File: config.mk
export PLATFORM = sky130hd
export DESIGN_NAME = rr_mux_pipe
export DESIGN_NICKNAME = d
export VERILOG_FILES = /design/src/rtl/rr_mux_pipe.sv
export SDC_FILE = /design/constraint.sdc
export NUM_CORES = 1
export LEC_CHECK = 0
export CORE_UTILIZATION = 41
export CTS_CLUSTER_DIAMETER = 80
export CTS_CLUSTER_SIZE = 16
export DETAILED_ROUTE_END_ITERATION = 8
export GPL_TIMING_DRIVEN = 1
export HOLD_SLACK_MARGIN = 0.08
export PLACE_DENSITY = 0.91
export SYNTH_ARGS = -nofsm -noshare
export SYNTH_HDL_FRONTEND = slang
export SYNTH_SLANG_ARGS = --single-unit
File: constraint.sdc
create_clock -name clk -period 5.6 [get_ports clk]
set_clock_uncertainty 0.15 [all_clocks]
set_input_delay 1.12 -clock clk [delete_from_list [all_inputs] [get_ports clk]]
set_output_delay 1.12 -clock clk [all_outputs]
set_load 0.02 [all_outputs]
File: src/rtl/rr_mux_pipe.sv
// rr_mux_pipe: N-channel, WIDTH-bit multiplexer with a registered output stage.
// Input and output handshakes are valid/ready. Two ways of picking a channel:
// a fixed select index (mode = 0), or round-robin among the requesting
// channels (mode = 1).
//
// Ports:
//   clk        rising-edge clock
//   rst        asynchronous, active-high reset
//   in_data    N*WIDTH packed channel data; channel i is [i*WIDTH +: WIDTH]
//   in_valid   per-channel valid
//   in_ready   per-channel accept (one-hot or zero)
//   mode       0 = fixed select, 1 = round-robin
//   select     channel index used in fixed mode
//   out_data   registered output word
//   out_valid  out_data holds an unconsumed word
//   out_ready  consumer accepts out_data
//   out_chan   channel that produced out_data
module rr_mux_pipe #(
  parameter int WIDTH = 8,
  parameter int N     = 4,
  parameter int SELW  = (N > 1) ? $clog2(N) : 1
) (
  input  logic               clk,
  input  logic               rst,
  input  logic [N*WIDTH-1:0] in_data,
  input  logic [N-1:0]       in_valid,
  output logic [N-1:0]       in_ready,
  input  logic               mode,
  input  logic [SELW-1:0]    select,
  output logic [WIDTH-1:0]   out_data,
  output logic               out_valid,
  input  logic               out_ready,
  output logic [SELW-1:0]    out_chan
);

  logic [WIDTH-1:0] r_out_data;
  logic             r_out_valid;
  logic [SELW-1:0]  r_out_chan;
  logic [SELW-1:0]  r_last;

  logic [WIDTH-1:0] w_chan_data [N];
  logic             w_load_en;
  logic             w_gnt_vld;
  logic [SELW-1:0]  w_gnt;
  logic [SELW-1:0]  w_scan;
  logic             w_xfer;

  always_comb begin
    for (int i = 0; i < N; i++) begin
      w_chan_data[i] = in_data[i*WIDTH +: WIDTH];
    end
  end

  // The output register can take a new word when it is empty or draining now.
  assign w_load_en = !r_out_valid || out_ready;

  // Round-robin scans upward from the channel after the last one granted, so the
  // most recent winner has the lowest priority. The first hit wins.
  always_comb begin
    w_gnt_vld = 1'b0;
    w_gnt     = '0;
    w_scan    = '0;
    if (!mode) begin
      // A select index past the last channel (N not a power of two) grants nothing.
      if (int'(select) < N) begin
        w_gnt_vld = 1'b1;
        w_gnt     = select;
      end
    end else begin
      for (int k = 1; k <= N; k++) begin
        w_scan = SELW'((int'(r_last) + k) % N);
        if (!w_gnt_vld && in_valid[w_scan]) begin
          w_gnt_vld = 1'b1;
          w_gnt     = w_scan;
        end
      end
    end
  end

  // in_ready is held low while reset is asserted, even though the empty
  // register would otherwise allow a load.
  always_comb begin
    in_ready = '0;
    for (int i = 0; i < N; i++) begin
      in_ready[i] = w_gnt_vld && w_load_en && !rst && (int'(w_gnt) == i);
    end
  end

  assign w_xfer = w_gnt_vld && w_load_en && !rst && in_valid[w_gnt];

  always_ff @(posedge clk or posedge rst) begin
    if (rst) begin
      r_out_valid <= 1'b0;
      r_out_data  <= '0;
      r_out_chan  <= '0;
      r_last      <= SELW'(N - 1);
    end else if (w_xfer) begin
      // A load in the same cycle as a drain overwrites the word, so valid stays 1.
      r_out_data  <= w_chan_data[w_gnt];
      r_out_chan  <= w_gnt;
      r_out_valid <= 1'b1;
      // Only round-robin grants move the pointer. Fixed-mode traffic leaves it alone.
      if (mode) begin
        r_last <= w_gnt;
      end
    end else if (r_out_valid && out_ready) begin
      r_out_valid <= 1'b0;
    end
  end

  assign out_data  = r_out_data;
  assign out_valid = r_out_valid;
  assign out_chan  = r_out_chan;

endmodule

# --- Word level (Yosys, flattened, before mapping) ---
# Cells that the tools add are included.
word_totals:
  regBits: 13
  input_bits: 42
  out_inout_bits: 15
classes:
  reduce_logical: 20
  eq_ne: 3
  n_lt_le_gt_ge: 6
  mux: 28
  n_bitwise: 1
  add_sub_neg: 4
op_table:
  columns: ["op", "count"]
  rows:
  - ["binary-select mux 8 bit (select 2 bit)", 1]
  - ["2-to-1 mux 8 bit", 2]
  - ["< comparator 2 x 3 -> 1 bit (second input constant)", 5]
  - ["2-to-1 mux 1 bit", 15]
  - ["logical AND 1 bit", 11]
  - ["binary-select mux 1 bit (select 2 bit)", 5]
  - ["2-to-1 mux 2 bit", 5]
  - ["logical NOT 1 bit", 5]
  - ["adder 2 x 1 -> 2 bit (second input constant)", 2]
  - ["adder 2 bit (second input constant)", 2]
  - ["equality test 2 bit (second input constant)", 2]
  - ["greater-or-equal comparator 3 bit (second input constant)", 1]
  - ["NOT 2 -> 3 bit", 1]
  - ["equality test 2 x 1 -> 1 bit (second input constant)", 1]
  - ["logical NOT 2 bit", 1]
  - ["AND reduction 2 bit", 1]
  - ["nonzero test 2 bit", 1]
  - ["logical OR 1 bit", 1]

# --- Longest topological paths before layout ---
logic_depth:
  ltp_word: 21
  mapped_depth: 9
  ltp_nobuf: 6

# --- Least setup slack after synthesis ---
# No wires, ideal clock.
synth_timing:
  path_kind: "input to output"
  startpoint: "in in_valid[0]"
  endpoint: "out in_ready[2]"
  required_time_ns: 4.330
  n_path_buf: 3
  slack_ns: 1.656
  arrival_ns: 2.674
  cell_stages: 8
  path_cell_list: "buf_2 a21bo_2 a32o_1 nor2_2 buf_4 buf_2 nand2_1 nor2_1"
synth_via:
  elab_chain_cells: 19
  elab_cells_between_ends: 31
  classes_between: "eq/ne: 1; mux: 21; reduce/logical: 9"
synth_rtl:
  columns: ["item", "line", "source"]
  rows:
  - ["start: declaration", "26", "input logic [N-1:0] in_valid,"]
  - ["binary-select mux 1 bit (select 2 bit)", "72", "if (!w_gnt_vld && in_valid[w_scan]) begin"]
  - ["2-to-1 mux 1 bit (implied by the code)", "72", null]
  - ["2-to-1 mux 1 bit", "72", null]
  - ["2-to-1 mux 1 bit", "63", "if (!mode) begin"]
  - ["logical NOT 1 bit", "72", null]
  - ["logical AND 1 bit", "72", null]
  - ["2-to-1 mux 1 bit", "72", null]
  - ["2-to-1 mux 1 bit", "63", null]
  - ["(+2 left out)", null, null]
  - ["2-to-1 mux 1 bit", "72", null]
  - ["2-to-1 mux 1 bit", "63", null]
  - ["logical NOT 1 bit", "72", null]
  - ["logical AND 1 bit", "72", null]
  - ["2-to-1 mux 1 bit", "72", null]
  - ["2-to-1 mux 1 bit", "63", null]
  - ["logical AND 1 bit (2 in a row)", "85", "in_ready[i] = w_gnt_vld && w_load_en && !rst && (int'(w_gnt) == i);"]
  - ["logical AND 1 bit *", "85", null]
  - ["end: declaration", "27", "output logic [N-1:0] in_ready,"]
# Mark *: on every way between the ends. The rest lies on a longest branch, timed or not. The select of a mux whose other input is x is not followed.

# --- Worst setup path in the final report ---
layout_timing:
  startpoint: "in in_valid[3]"
  endpoint: "out in_ready[1]"
# The elaborated chain is that of the path after synthesis.

==> impl_metrics.yaml <==
floorplan:
  ios: 57
  start_util: 0.448
  die_x_um: 51.9
  dieArea_um2: 2690
  coreArea_um2: 2280
  num_rows: 17
  die_height_um: 51.9
cts:
  cts_hold_buf: 0
  htree_levels: 1
  cts_tree: "yes"
  clk_root_buffer_cell: "clkbuf_4"
  cts_made_buffers: 3
  clock_path_buffers: 2
  cts_resized: 0
  clk_latency_ns: 0.28
  numClockSinks: 13
  cts.clk_slew.worst_paths_ns: 0.08
  post_cts_buffers: 0
critical_path:
  crit_type: "primary input to output pin"
  cp-end-kind: "output pin"
  crit_path_max_fanout: 7
  cp.required_ns: 4.33
  r2r_setup_slack_ns: 2.95
  cp-start-kind: "primary input"
  arrival_ns: 3.43
placed_design:
  place_area_um2: 1600
  port_buffers: 56
  dp_cells: 184
  place_congestion: 0.905
  hpwl_mm: 2.26
cells_and_area:
  stdcell_count: 188
  multi_input_area_um2: 649
  seqCellArea_um2: 328
  final_cell_area_um2: 1630
  nets: 203
  layout-drive-gt1-share: 0.125
  synthToLayoutAreaGrowth_pct: 59.8
  nFillCells: 167
  diodes: 0
synth:
  synth.avg_cell_area_um2: 9.90
  syn_area_um2: 1020
  synth_seq_cells: 13
  ys_seq_area_frac: 0.321
  syn_inst: 103
  yosysWarnings: 0
  synth_cell_type_count: 29
  syn_nets: 145
min_path:
  min_path_type: "flop to flop"
power_and_ir_drop:
  vdd_drop_max_v: 0.000299
  total_power_mw: 0.614
  leakagePower_nw: 0.713
  power_density_nw_per_um2: 377
global_route:
  grt_max_degree: 21
  grt_pass1_vias: 970
  grt_usage: 0.228
  grt_pass1_wl_mm: 4.44
  grt_antenna_before_repair: 0
  overflow: 0
sta:
  slew_viol_final: 0
  hold_violations: 0
  rsz0062_at_grt: "no"
  finalCriticalPeriod_ns: 4.70
  final.setup.tns_ns: 0
  hold_ws_ns: 0.363
  slew_headroom: 0.621
  setup_viol_count_final: 0
  clock.fmax_mhz: 213
  min_period_over_period: 0.839
  worst_pin_slew_ns: 0.567
drt:
  drt-total-wl_mm: 2.78
  drt_first_pass_iters: 4
  drt_iter0_markers: 14
  viasPerCell: 5.35
  ant_nets: 0
  avgRoutedWirePerCell_um: 14.8
  vias: 1006
  drc: 0
job:
  max_cap_violations: 0
outcome:
  status: "finished, final reports clean"
-- cell usage in the layout (no fill, tap or decap), drive strengths merged, types with 2 or more instances in the layout --
| master | count |
|---|---|
| clkdlybuf4s50 | 56 |
| mux2i | 27 |
| dfrtp | 11 |
| nand2 | 10 |
| mux2 | 10 |
| nor2 | 8 |
| inv | 4 |
| clkbuf | 4 |
| o21ai | 3 |
| nor2b | 3 |
| nand2b | 2 |
| a21oi | 2 |
| nor3b | 2 |
| nor3 | 2 |
| a22o | 2 |
| buf | 2 |
| dfstp | 2 |
-- layer usage --
metal / GRT usage / vias to the layer above / share of wire
li1: - / 490 / -
met1: 0.280 / 463 / 0.42
met2: 0.374 / 46 / 0.50
met3: 0.0526 / 7 / 0.065
met4: 0.104 / 0 / 0.020
met5: 0 / - / 0
-- cell families (layout without fill, tap and decap cells) --
family / Yosys count / count (layout) / share of synthesized area
multiplexers: 37 / 37 / 0.388
AO/OA/AOI/OAI: 14 / 14 / 0.106
flip-flops: 13 / 13 / 0.321
buffers and inverters: 9 / 66 / 0.0417
AND/OR/NAND/NOR: 30 / 30 / 0.144
-- Yosys cell counts (all sizes together) --
master	number	share of area
nor4b	1	0.0086
nor3b	2	0.015
nor2	8	0.032
nand3	1	0.0049
a311oi	1	0.015
a21bo	1	0.0098
dfrtp	11	0.27
nand2b	2	0.012
buf	5	0.027
nand2	10	0.037
a21oi	2	0.0098
nor2b	3	0.018
o21ai	3	0.015
inv	4	0.015
mux2	10	0.11
o211ai	1	0.0074
a22o	2	0.017
mux2i	27	0.28
o22ai	1	0.0061
a32o	1	0.0098
a211oi	1	0.0074
o2111ai	1	0.0086
or2	1	0.0061
nor3	2	0.0098
dfstp	2	0.052
-- area by class of cell --
type | count | share of cell area
Inverter | 4 | 0.00922
Clock buffer | 4 | 0.0161
Multi-Input combinational cell | 81 | 0.399
Sequential cell | 13 | 0.201
Tap cell | 28 | 0.0215
Timing Repair Buffer | 58 | 0.353
-- sequential cells by signal, indices dropped and copies added, names as in the netlist --
name	cells
out_data	8
out_chan	2
r_last	2
out_valid	1
-- power by group --
group          switching (mW)  internal (mW)
combinational           0.177          0.198
sequential             0.0328          0.146
clock                  0.0324         0.0276
total                   0.243          0.372
-- worst paths after layout --
check / depth (start not counted) / from / end
max reg2reg: 7 / r_last[1] / out_data[7]
min in group asynchronous: 2 / rst / out_chan[1]
min reg2reg: 1 / out_data[2] / out_data[2]
max: 7 / in_valid[3] / in_ready[1]
max in group asynchronous: 2 / rst / r_last[0]
min: 1 / out_data[2] / out_data[2]
-- worst max-delay path: stages --
cell	delay, ns
clkdlybuf4s50_1	0.53
nor3b_1	0.21
a311oi_2	0.26
o22ai_1	0.16
nor2_1	0.46
nor2_1	0.11
clkdlybuf4s50_1	0.57
-- metrics by stage --
step | utilization | setup slack (ns)
floorplan | - | 1.66
global placement | 0.704 | 0.984
detailed placement | 0.704 | 0.937
CTS | 0.716 | 0.926
global route | 0.716 | 0.771
finish | 0.716 | 0.902
Power figures use the tool's default switching activity.
